===== src/rtl/branch_predictor_pkg.sv =====
// Shared constants for the gshare branch predictor: counter states, default sizes
// and the beq/bne predecode encodings used by the IF-stage predecoder.
package branch_predictor_pkg;

  localparam int unsigned IDX_W_DEF  = 4;
  localparam int unsigned HIST_W_DEF = 4;

  typedef logic [1:0] cnt_t;

  localparam cnt_t SNT = 2'b00;
  localparam cnt_t WNT = 2'b01;
  localparam cnt_t WT  = 2'b10;
  localparam cnt_t ST  = 2'b11;

  localparam logic [6:0] OPC_BRANCH = 7'b1100011;
  localparam logic [2:0] F3_BEQ     = 3'b000;
  localparam logic [2:0] F3_BNE     = 3'b001;

  // True for the conditional branches this predictor tracks.
  function automatic logic is_cond_branch(input logic [31:0] instr);
    return (instr[6:0] == OPC_BRANCH) &&
           ((instr[14:12] == F3_BEQ) || (instr[14:12] == F3_BNE));
  endfunction

endpackage


===== src/rtl/sat_counter2.sv =====
// Next-value logic for a 2-bit saturating counter: steps toward ST on inc,
// toward SNT otherwise, holding at either end.
module sat_counter2
  import branch_predictor_pkg::*;
(
  input  cnt_t cnt,
  input  logic inc,
  output cnt_t next_cnt
);

  always_comb begin
    next_cnt = cnt;
    if (inc) begin
      if (cnt != ST) next_cnt = cnt + 2'd1;
    end else begin
      if (cnt != SNT) next_cnt = cnt - 2'd1;
    end
  end

endmodule


===== src/rtl/branch_predictor.sv =====
// gshare direction predictor: combinational IF lookup, non-speculative training at EX.
// Define BP_PERF_CNT_EN to add the perf_br / perf_miss branch and mispredict counters.
module branch_predictor
  import branch_predictor_pkg::*;
#(
  parameter int unsigned IDX_W    = IDX_W_DEF,
  parameter int unsigned HIST_W   = HIST_W_DEF,
  parameter cnt_t        CNT_INIT = WNT
) (
  input  logic             clk,
  input  logic             rst,
  input  logic [31:0]      if_pc,
  input  logic             if_is_branch,
  output logic             predicted,
  output logic [IDX_W-1:0] if_idx,
  input  logic             ex_br_valid,
  input  logic [IDX_W-1:0] ex_idx,
  input  logic             ex_taken,
  input  logic             Wrong_prediction
`ifdef BP_PERF_CNT_EN
  ,
  output logic [31:0]      perf_br,
  output logic [31:0]      perf_miss
`endif
);

  localparam int unsigned DEPTH = 1 << IDX_W;

  // History is folded into the index by XOR, so it may not be wider than it.
  if (HIST_W > IDX_W) begin : g_bad_hist_w
    $error("branch_predictor: HIST_W (%0d) must not exceed IDX_W (%0d)", HIST_W, IDX_W);
  end
  if (HIST_W < 1) begin : g_bad_hist_min
    $error("branch_predictor: HIST_W must be at least 1");
  end

  logic [HIST_W-1:0] ghr_q;
  logic [HIST_W-1:0] ghr_nxt;
  cnt_t              cnt_tbl [DEPTH];
  cnt_t              cnt_cur;
  cnt_t              cnt_nxt;

  // Lookup: no bypass from a same-cycle update; both table and history are pre-update.
  assign if_idx    = if_pc[IDX_W-1:0] ^ IDX_W'(ghr_q);
  assign predicted = if_is_branch & cnt_tbl[if_idx][1];

  if (HIST_W > 1) begin : g_ghr_shift
    assign ghr_nxt = {ghr_q[HIST_W-2:0], ex_taken};
  end else begin : g_ghr_bit
    assign ghr_nxt = ex_taken;
  end

  always_ff @(posedge clk or negedge rst) begin
    if (!rst) begin
      ghr_q <= '0;
    end else if (ex_br_valid) begin
      ghr_q <= ghr_nxt;
    end
  end

  assign cnt_cur = cnt_tbl[ex_idx];

  sat_counter2 u_sat_counter2 (
    .cnt      (cnt_cur),
    .inc      (ex_taken),
    .next_cnt (cnt_nxt)
  );

  // Training writes back to the entry that produced the prediction.
  always_ff @(posedge clk or negedge rst) begin
    if (!rst) begin
      for (int i = 0; i < int'(DEPTH); i++) begin
        cnt_tbl[i] <= CNT_INIT;
      end
    end else if (ex_br_valid) begin
      cnt_tbl[ex_idx] <= cnt_nxt;
    end
  end

  // Upper PC bits never reach the index.
  logic unused_pc_hi;
  assign unused_pc_hi = ^if_pc[31:IDX_W];

`ifdef BP_PERF_CNT_EN
  logic [31:0] br_count;
  logic [31:0] mispredict_count;

  always_ff @(posedge clk or negedge rst) begin
    if (!rst) begin
      br_count         <= '0;
      mispredict_count <= '0;
    end else if (ex_br_valid) begin
      br_count <= br_count + 32'd1;
      if (Wrong_prediction) mispredict_count <= mispredict_count + 32'd1;
    end
  end

  assign perf_br   = br_count;
  assign perf_miss = mispredict_count;
`else
  // Mispredict flag only feeds the optional statistics.
  logic unused_wrong;
  assign unused_wrong = Wrong_prediction;
`endif

endmodule


===== config.mk =====
export PLATFORM = sky130hd
export DESIGN_NAME = branch_predictor
export DESIGN_NICKNAME = d
export VERILOG_FILES = /design/src/rtl/branch_predictor_pkg.sv /design/src/rtl/sat_counter2.sv /design/src/rtl/branch_predictor.sv
export SDC_FILE = /design/constraint.sdc
export NUM_CORES = 1
export LEC_CHECK = 0
export ABC_AREA = 1
export BUFFER_PORTS_ARGS = -buffer_cell sky130_fd_sc_hd__buf_2
export CAP_MARGIN = 25
export CORE_UTILIZATION = 25
export DETAILED_ROUTE_END_ITERATION = 12
export PLACE_DENSITY_LB_ADDON = 0.3
export SKIP_CTS_REPAIR_TIMING = 1
export SYNTH_ARGS = -nofsm -noshare
export SYNTH_HDL_FRONTEND = slang
export SYNTH_SLANG_ARGS = --single-unit

===== constraint.sdc =====
create_clock -name clk -period 2 [get_ports clk]
set_input_delay 0.4 -clock clk [delete_from_list [all_inputs] [get_ports clk]]
set_output_delay 0.4 -clock clk [all_outputs]
set_load 0.005 [all_outputs]

==> results.json, run 1 <==
{
  "status": "finished clean",
  "leakage_uw": 0.00131,
  "synth.distinct_cells": 22,
  "setup_slack_ns": 0.0346,
  "vias": 2028,
  "total_power_uw": 2130,
  "ys_seq_elements": 36,
  "tightest_slew_ns": 0.472,
  "worst_setup_path_end_kind": "output port",
  "die-width_um": 95.1,
  "postSynthAreaPerCell_um2": 6.63,
  "clkTransAtPathRegs_ns": 0.07,
  "dpl_cell_area_um2": 2400,
  "drtPass1Iterations": 4,
  "hold_viol": 0,
  "pre_cts_ws_ns": 0.115,
  "final_layout_size_suffix_gt1_share_pct": 20.8,
  "htree_levels": 2,
  "max_freq_mhz": 509,
  "drt_iter0_drc": 128,
  "port_buffers": 17,
  "hpwl_um": 4350,
  "ys_warn_count": 0,
  "cap_violations": 0,
  "syn_area_um2": 2170,
  "crit_fanout": 8,
  "final_cell_mix": "nand2_1 (165), nand3_1 (32), inv_1 (29), nor2_1 (23), dfrtp_1 (20)",
  "power_density_nw_per_um2": 838,
  "avgRoutedWirePerCell_um": 12.6,
  "route.detailed.drc": 0,
  "layout_min_cycle_time_ns": 1.97,
  "worst_clock_skew_ns": 0.00390,
  "fin_area_um2": 2550,
  "fillers": 932,
  "fp.coreArea_um2": 8300,
  "postRouteWirelength_um": 5800,
  "tritoncts": "done",
  "syn_to_final_growth_pct": 17.5,
  "cp-start-kind": "flop",
  "gp_congestion": 0.794,
  "hold_class": "in2async",
  "cts_buffers": 5,
  "setup-violations-final": 0,
  "ir_drop_v": 0.000280,
  "fp-row-count": 33,
  "grt_pass1_wl_um": 9740,
  "drv_slew": 0,
  "required_ns": 1.60,
  "final_nets": 397,
  "viasPerCell": 4.40,
  "synth_fp_nets": 369,
  "path_class": "reg2out",
  "slew_headroom_pct": 68.5,
  "grt_antenna_before_repair": 0,
  "grt_usage_pct": 14.3,
  "dieArea_um2": 9040,
  "fin_crit_sh_pct": 98.3,
  "seq_area_frac_synth_pct": 42.5,
  "clockBufferDepth": 2,
  "die_height_um": 95.1,
  "setup_tns_ns": 0,
  "rsz0062_at_grt": "yes",
  "antennaDiodeCount": 0,
  "cts-root-buf": "clkbuf_8",
  "grt_max_degree": 37,
  "cts.sinks": 36,
  "num_io_pins": 47,
  "syn_inst": 327,
  "ant_nets": 0,
  "overflow": 0,
  "clock_latency_ns": 0.28,
  "cp_data_arrival_time_ns": 1.57,
  "layout_commonest_cell": "nand2_1",
  "start_util_pct": 26.1,
  "grt_pass1_vias": 1969
}
==> stage by stage <==
step	cells	utilization, %	hold WS [ns]
4_1_cts	459	29.9	0.175
3_3_place_gp	451	28.9	0.455
5_1_grt	461	30.7	0.194
3_5_place_dp	451	28.9	0.459
2_1_floorplan	327	-	0.104
6_report	461	30.7	0.151
==> registers in the layout (all words and copies together) (netlist names) <==
signal   flops
ghr_q        4
cnt_tbl     32
==> final cells by class <==
type,count,area (um2),share of cell area [%]
multi-input cells,250,1110,43.7
well taps,105,131,5.16
clock buffers,7,76.3,3.00
flip-flops and latches,36,921,36.2
clock inverters,1,5.00,0.197
repair buffers,28,171,6.73
inverters,34,128,5.01
==> path summary, 6_finish.rpt <==
path                          endpoint  cells past startpoint  slack, ns        start
max in group asynchronous  cnt_tbl[30]                      2       1.49          rst
setup reg to reg           cnt_tbl[25]                     10       0.41  cnt_tbl[11]
min in group clk              ghr_q[0]                      3       0.43     ex_taken
hold reg to reg             cnt_tbl[6]                      2       0.47   cnt_tbl[6]
hold / removal              cnt_tbl[7]                      2       0.15          rst
setup / recovery             predicted                     10       0.03     ghr_q[0]
==> logic make-up after synthesis <==
kind of cell	count (synthesis)	synth area share, %
DFF	36	42.5
xor gates and xnor gates	3	1.21
AOI/OAI and AO/OA	9	2.66
buffers and inverters	41	8.43
and+or+nand+nor	238	45.2
==> Yosys cell counts <==
master | count | share of area, %
a21oi_1 | 2 | 0.46
nor2_1 | 23 | 4.0
a31oi_1 | 1 | 0.29
inv_2 | 3 | 0.52
nand2_4 | 2 | 1.0
inv_1 | 31 | 5.4
nor2_4 | 1 | 0.52
clkbuf_1 | 1 | 0.17
o21ai_0 | 3 | 0.69
o21ai_1 | 2 | 0.46
nand4_1 | 1 | 0.29
buf_2 | 2 | 0.46
dfstp_2 | 16 | 19
buf_6 | 3 | 1.6
nand3_1 | 37 | 8.5
xnor2_1 | 3 | 1.2
nand2_1 | 168 | 29
nor2_2 | 2 | 0.58
nand2_2 | 4 | 1.2
o21ai_4 | 1 | 0.75
dfrtp_1 | 20 | 23
buf_4 | 1 | 0.35
==> routing by layer <==
layer / GRT usage [%] / routed length [um] / up-vias
li1: - / - / 1046
met1: 20.1 / 2870 / 933
met2: 22.6 / 2490 / 45
met3: 2.47 / 385 / 4
met4: 3.41 / 48 / 0
met5: 0 / 0 / -
==> power by group <==
group,total [uW],internal (uW),switching [uW]
Combinational,568,216,352
Sequential,1060,936,128
Clock,503,245,258
Total,2130,1400,738
==> critical path, stage by stage (launching register included) <==
cell     delay (ns)
dfrtp_1        0.41
inv_2          0.09
nand2_4        0.06
buf_6          0.13
nand3_2        0.06
nand3_2        0.08
nand3_2        0.08
nand2_1        0.05
a31oi_1        0.14
nor2_1         0.06
buf_2          0.12
Note: power is estimated with default switching activity, not from simulation.
==> run 2, diff against run 1 <==
CTS_BUF_LIST = sky130_fd_sc_hd__clkbuf_2   (was default)
==> run 2 against run 1 <==
Net effect:
- first-iteration DRC count decreased by 20%
- critical path depth stayed put
- the flow now finishes with violations (negative hold slack, negative setup slack)
- largest cell class unchanged
- flip-flop and latch count is the same
- global-route usage is 0.17 points higher
- clock skew rose by 0.0069 ns
- non-clock buffer count did not move
- total power down 7.3%
- clock-buffer cell count unchanged
- final cell count unchanged
- critical path type unchanged
==> results.json, run 2 (synthesis results as in run 1) <==
{
  "path_class": "reg2out",
  "drtPass1Iterations": 4,
  "cp-start-kind": "flop",
  "violations": "negative hold slack, negative setup slack",
  "postRouteWirelength_um": 5810,
  "crit_fanout": 8,
  "htree_levels": 2,
  "final_cells": 461,
  "ant_nets": 0,
  "r2r-start": "cnt_tbl[15]",
  "drv_slew": 0,
  "hold_viol": 1,
  "start_util_pct": 26.1,
  "required_ns": 1.60,
  "avgRoutedWirePerCell_um": 12.6,
  "largest_reg_flops": 32,
  "ir_drop_v": 0.000176,
  "crit_top_cell": "nand3_2",
  "cp_num_buf_inv": 3,
  "fin_crit_sh_pct": 106,
  "clockPowerShare_pct": 17.5,
  "viasPerCell": 4.39,
  "power_density_nw_per_um2": 790,
  "worst_setup_path_end_kind": "output port",
  "cts_buffers": 5,
  "overflow": 0,
  "setup_slack_ns": -0.121,
  "cts-root-buf": "clkbuf_2",
  "timing.rr.end": "cnt_tbl[27]",
  "crit_path_start": "ghr_q[0]",
  "crit_path_end": "predicted",
  "clock_latency_ns": 0.40,
  "final_util_pct": 30.2,
  "cts.sinks": 36,
  "gp_congestion": 0.794,
  "final_nets": 397,
  "final_cell_mix": "nand2_1 (165), nand3_1 (32), inv_1 (29), nor2_1 (23), dfrtp_1 (20)",
  "cp_data_arrival_time_ns": 1.72,
  "cp_cell_sequence": "inv_2 > nand2_4 > buf_6 > nand3_2 > nand3_2 > nand3_2 > nand2_1 > a31oi_1 > nor2_1 > buf_2",
  "layout_commonest_cell": "nand2_1",
  "reg2reg_depth": 10,
  "slowest_stage": "dfrtp_1",
  "p_sw_share_pct": 37.0,
  "grt_antenna_before_repair": 0,
  "setup-violations-final": 1,
  "dp_cells": 451,
  "combPwrFrac_pct": 28.7,
  "syn_to_final_growth_pct": 15.6,
  "route.detailed.drc": 0,
  "p_sw_uw": 733,
  "grt_max_degree": 37,
  "hold_class": "in2async",
  "layout_min_cycle_time_ns": 2.12,
  "power_frac_seq_pct": 53.7,
  "clockBufferDepth": 2,
  "cap_violations": 0,
  "vias": 2023,
  "port_buffers": 17,
  "path_depth": 10,
  "p_int_uw": 1250,
  "fillers": 930,
  "antennaDiodeCount": 0,
  "die_height_um": 95.1,
  "grt_usage_pct": 14.5,
  "max_freq_mhz": 471,
  "hpwl_um": 4350,
  "drt_iter0_drc": 103,
  "grt_pass1_wl_um": 9740,
  "path_delay_family": "flip-flops",
  "die-width_um": 95.1,
  "rsz0062_at_grt": "yes",
  "tritoncts": "done",
  "clkTransAtPathRegs_ns": 0.19,
  "worst_clock_skew_ns": 0.0108,
  "top_regs": "cnt_tbl (32), ghr_q (4)",
  "cpPeakStageDelay_ns": 0.45,
  "num_io_pins": 47,
  "regMostFlops": "cnt_tbl",
  "pre_cts_ws_ns": 0.115,
  "status": "finished with violations",
  "slew_headroom_pct": 68.5,
  "final_layout_size_suffix_gt1_share_pct": 21.3,
  "fp.coreArea_um2": 8300,
  "fp-row-count": 33,
  "grt_pass1_vias": 1988,
  "dieArea_um2": 9040,
  "hold_slack_ns": -0.00171,
  "tightest_slew_ns": 0.473,
  "leakage_uw": 0.00130,
  "rrSetupSlack_ns": 0.40
}
-- run 2: worst reg2reg max path: stages, from the launching register on --
cell     delay (ns)
dfrtp_1        0.47
nand2_1        0.09
nand2_1        0.05
nand2_1        0.05
nand2_1        0.05
nand2_1        0.07
nand2_2        0.10
o21ai_4        0.18
nand2_2        0.25
nand3_1        0.15
nand2_1        0.06
-- run 2: worst min path at each step --
stage	cells after the start	slack, ns	start	end
after floorplan	0	0.10	rst	cnt_tbl[11]
after global placement	2	0.45	cnt_tbl[30]	cnt_tbl[30]
after detailed placement	2	0.46	cnt_tbl[4]	cnt_tbl[4]
after CTS	2	0.01	rst	cnt_tbl[19]
after global routing	2	0.02	rst	cnt_tbl[19]
final	2	-0.002	rst	cnt_tbl[19]
-- run 2: power groups by stage --
stage          clock, uW  combinational, uW  sequential (uW)
2_1_floorplan          0                409             1020
3_3_place_gp           0                540             1070
3_5_place_dp           0                547             1070
4_1_cts              360                550             1060
5_1_grt              388                658             1080
6_report             347                569             1060
-- run 2: area by class of cell --
class / instances / area (um2) / area share (%)
Tap cell: 105 / 131 / 5.24
Inverter: 34 / 128 / 5.09
Sequential cell: 36 / 921 / 36.8
Timing Repair Buffer: 28 / 171 / 6.84
Multi-Input combinational cell: 250 / 1110 / 44.5
Clock buffer: 7 / 35.0 / 1.40
Clock inverter: 1 / 5.00 / 0.200
-- run 2: metrics by stage --
stage          total power, uW  instance area, um2  TNS, ns
3_3_place_gp              1610                2400        0
6_report                  1980                2500   -0.121
3_5_place_dp              1620                2400        0
5_1_grt                   2120                2500   -0.257
4_1_cts                   1970                2440   -0.177
2_1_floorplan             1420                2170        0
-- run 2: per-layer routing --
layer  vias up  track usage, %  part of all wire, %
met5         -               0                    0
met3         7            2.71                  3.8
met1       941            20.2                   51
met4         0            4.55                  1.3
li1       1046               -                    -
met2        29            22.4                   43
==> run 3, diff against run 2 <==
SYNTH_HIERARCHICAL = 1   (was default)
==> run 3 against run 2 <==
Net effect:
- the flow finishes with violations (negative setup slack)
- highest routed layer unchanged
- worst hold slack gained 0.24 ns
- clock skew grew 0.020 ns
- via count shrank 12%
- sequential power grew 5%
- clock power shrank 8.1%
- flip-flop and latch count is the same
- worst setup slack gained 0.036 ns
- routed wire length shrank 14%
- fmax grew 1.7%
- largest power group unchanged
==> results.json, run 3 <==
{
  "status": "finished with violations",
  "violations": "negative setup slack",
  "grt_usage_pct": 13.2,
  "num_io_pins": 47,
  "setup-violations-final": 1,
  "antennaDiodeCount": 0,
  "rsz0062_at_grt": "yes",
  "ant_nets": 0,
  "p_sw_share_pct": 35.8,
  "synth_top_area_cell": "dfrtp_1",
  "clockPowerShare_pct": 15.2,
  "grt_max_degree": 27,
  "regMostFlops": "cnt_tbl",
  "p_int_uw": 1340,
  "cp_data_arrival_time_ns": 1.69,
  "synth_fp_nets": 304,
  "layout_min_cycle_time_ns": 2.09,
  "tightest_slew_ns": 0.577,
  "synth_top_area_share_pct": 25.5,
  "hold_viol": 0,
  "worst_clock_skew_ns": 0.0303,
  "synth_most_common_cell": "nand2_1",
  "grt_pass1_wl_um": 8450,
  "drt_iter0_drc": 120,
  "reg2reg_depth": 9,
  "tritoncts": "done",
  "postRouteWirelength_um": 4990,
  "hp-start": "ex_br_valid",
  "fin_crit_sh_pct": 104,
  "die-width_um": 90.6,
  "final_nets": 342,
  "path_class": "reg2out",
  "syn_inst": 262,
  "overflow": 0,
  "worstHoldEndpoint": "ghr_q[3]",
  "async_reset_ff_share_pct": 100,
  "cp_num_buf_inv": 3,
  "worst_setup_path_end_kind": "output port",
  "clockBufferDepth": 2,
  "drv_slew": 0,
  "postSynthAreaPerCell_um2": 7.50,
  "multiInputGateArea_um2": 953,
  "syn_area_um2": 1960,
  "rrSetupSlack_ns": 0.41,
  "grt_antenna_before_repair": 0,
  "hold_slack_ns": 0.243,
  "synth_commonest_cells": "nand2_1 (93), o21ai_0 (34), inv_1 (29)",
  "ir_drop_v": 0.000175,
  "fp-row-count": 31,
  "cp-start-kind": "flop",
  "ys_warn_count": 6,
  "clkTransAtPathRegs_ns": 0.20,
  "p_sw_uw": 751,
  "final_cells": 400,
  "largest_reg_flops": 32,
  "avgRoutedWirePerCell_um": 12.5,
  "ys_seq_elements": 36,
  "regArea_um2": 921,
  "synth-edff-count": 0,
  "slew_headroom_pct": 61.6,
  "cp_cell_sequence": "buf_4 > nand2_1 > nand2_4 > inv_2 > nand3_1 > nand3_1 > nand2_1 > nor2_2 > nor2_1 > buf_2",
  "cts-root-buf": "clkbuf_2",
  "timing.rr.end": "cnt_tbl[31]",
  "port_buffers": 17,
  "setup_slack_ns": -0.0857,
  "route.detailed.drc": 0,
  "synth.distinct_cells": 16,
  "synth_ff_type": "dfrtp_1",
  "crit_fanout": 7,
  "die_height_um": 90.6,
  "slowest_stage": "dfrtp_1",
  "seq_area_frac_synth_pct": 46.9,
  "viasPerCell": 4.45,
  "path_delay_family": "simple AND/OR/NAND/NOR gates",
  "hpwl_um": 3880,
  "drtPass1Iterations": 4,
  "dieArea_um2": 8220,
  "htree_levels": 2,
  "cap_violations": 0,
  "vias": 1779,
  "leakage_uw": 0.00108,
  "fp.coreArea_um2": 7410,
  "power_frac_seq_pct": 53.0,
  "hold_class": "in2reg",
  "final_layout_size_suffix_gt1_share_pct": 27.9,
  "top_regs": "cnt_tbl (32), ghr_q (4)",
  "cts_buffers": 5,
  "required_ns": 1.60,
  "cts.sinks": 36,
  "power_density_nw_per_um2": 877,
  "final_cell_mix": "nand2_1 (87), o21ai_0 (34), inv_1 (26), o21ai_1 (20), dfrtp_1 (20)",
  "synth_area_leaders": "dfrtp_1 (25%), dfstp_2 (21%), nand2_1 (18%)",
  "gp_congestion": 0.826,
  "dp_cells": 388,
  "fillers": 788,
  "grt_pass1_vias": 1765,
  "max_freq_mhz": 479,
  "start_util_pct": 26.5,
  "clock_latency_ns": 0.40,
  "min_path_cells": 3,
  "layout_commonest_cell": "nand2_1",
  "r2r-start": "cnt_tbl[25]",
  "cpPeakStageDelay_ns": 0.43,
  "syn_to_final_growth_pct": 21.7,
  "combPwrFrac_pct": 31.8
}
==> run 3: changes by cell type in the layout (fill, tap and decap cells not counted), sizes merged, moves of 2 or more <==
| cell | delta |
|---|---|
| nor2 | -8 |
| nand2 | -81 |
| clkinv | +2 |
| clkbuf | -2 |
| nand3 | -22 |
| o21ai | +48 |
| buf | +2 |
| a22oi | +4 |
| inv | +2 |
==> run 3: cell families (layout without fill, tap and decap cells) <==
| group | count (synthesis) | in the layout | share of synthesized area [%] |
|---|---|---|---|
| and+or+nand+nor | 128 | 128 | 29.5 |
| AOI/OAI and AO/OA | 60 | 60 | 15.9 |
| DFF | 36 | 36 | 46.9 |
| buffers and inverters | 36 | 75 | 6.88 |
| xor gates and xnor gates | 2 | 2 | 0.892 |
==> run 3: power groups by stage <==
stage | clock [uW] | sequential [uW] | combinational (uW)
2_1_floorplan | 0 | 1080 | 394
3_3_place_gp | 0 | 1120 | 633
3_5_place_dp | 0 | 1120 | 637
4_1_cts | 343 | 1110 | 640
5_1_grt | 362 | 1140 | 764
6_report | 319 | 1110 | 665
==> run 3: final cells by class <==
class | instances | area share (%)
Timing Repair Buffer | 31 | 9.11
Tap cell | 99 | 5.18
Inverter | 36 | 5.65
Sequential cell | 36 | 38.5
Clock buffer | 5 | 1.05
Clock inverter | 3 | 0.576
Multi-Input combinational cell | 190 | 39.9
==> run 3: worst min-delay path: cells and delay by family <==
kind / cells / cell delay [ns]
and+or+nand+nor: 2 / 0.10
buffers and inverters: 1 / 0.14
==> run 3: through the flow <==
stage / power (uW) / setup TNS (ns) / setup slack (ns) / utilization [%] / instance area (um2)
floorplan: 1480 / 0 / 0.365 / - / 1960
global placement: 1750 / 0 / 0.0579 / 30.7 / 2270
global route: 2260 / -0.267 / -0.267 / 32.3 / 2390
CTS: 2090 / -0.234 / -0.234 / 31.2 / 2310
detailed placement: 1760 / 0 / 0.0313 / 30.7 / 2270
finish: 2090 / -0.0857 / -0.0857 / 32.3 / 2390
==> run 3: per-layer routing <==
metal | global-route usage [%] | vias to the layer above | wire [um]
li1 | - | 920 | -
met1 | 16.2 | 829 | 2310
met2 | 22.8 | 28 | 2460
met3 | 3.20 | 2 | 181
met4 | 4.03 | 0 | 36
met5 | 0 | - | 0
==> run 3: worst max-delay path by stage <==
stage	endpoint	from	cells past startpoint	slack, ns
2_1_floorplan	cnt_tbl[17]	ex_idx[0]	10	0.36
3_3_place_gp	cnt_tbl[14]	ex_idx[0]	13	0.06
3_5_place_dp	cnt_tbl[0]	ex_idx[0]	13	0.03
4_1_cts	predicted	ghr_q[0]	10	-0.23
5_1_grt	predicted	ghr_q[0]	10	-0.27
6_report	predicted	ghr_q[1]	10	-0.09
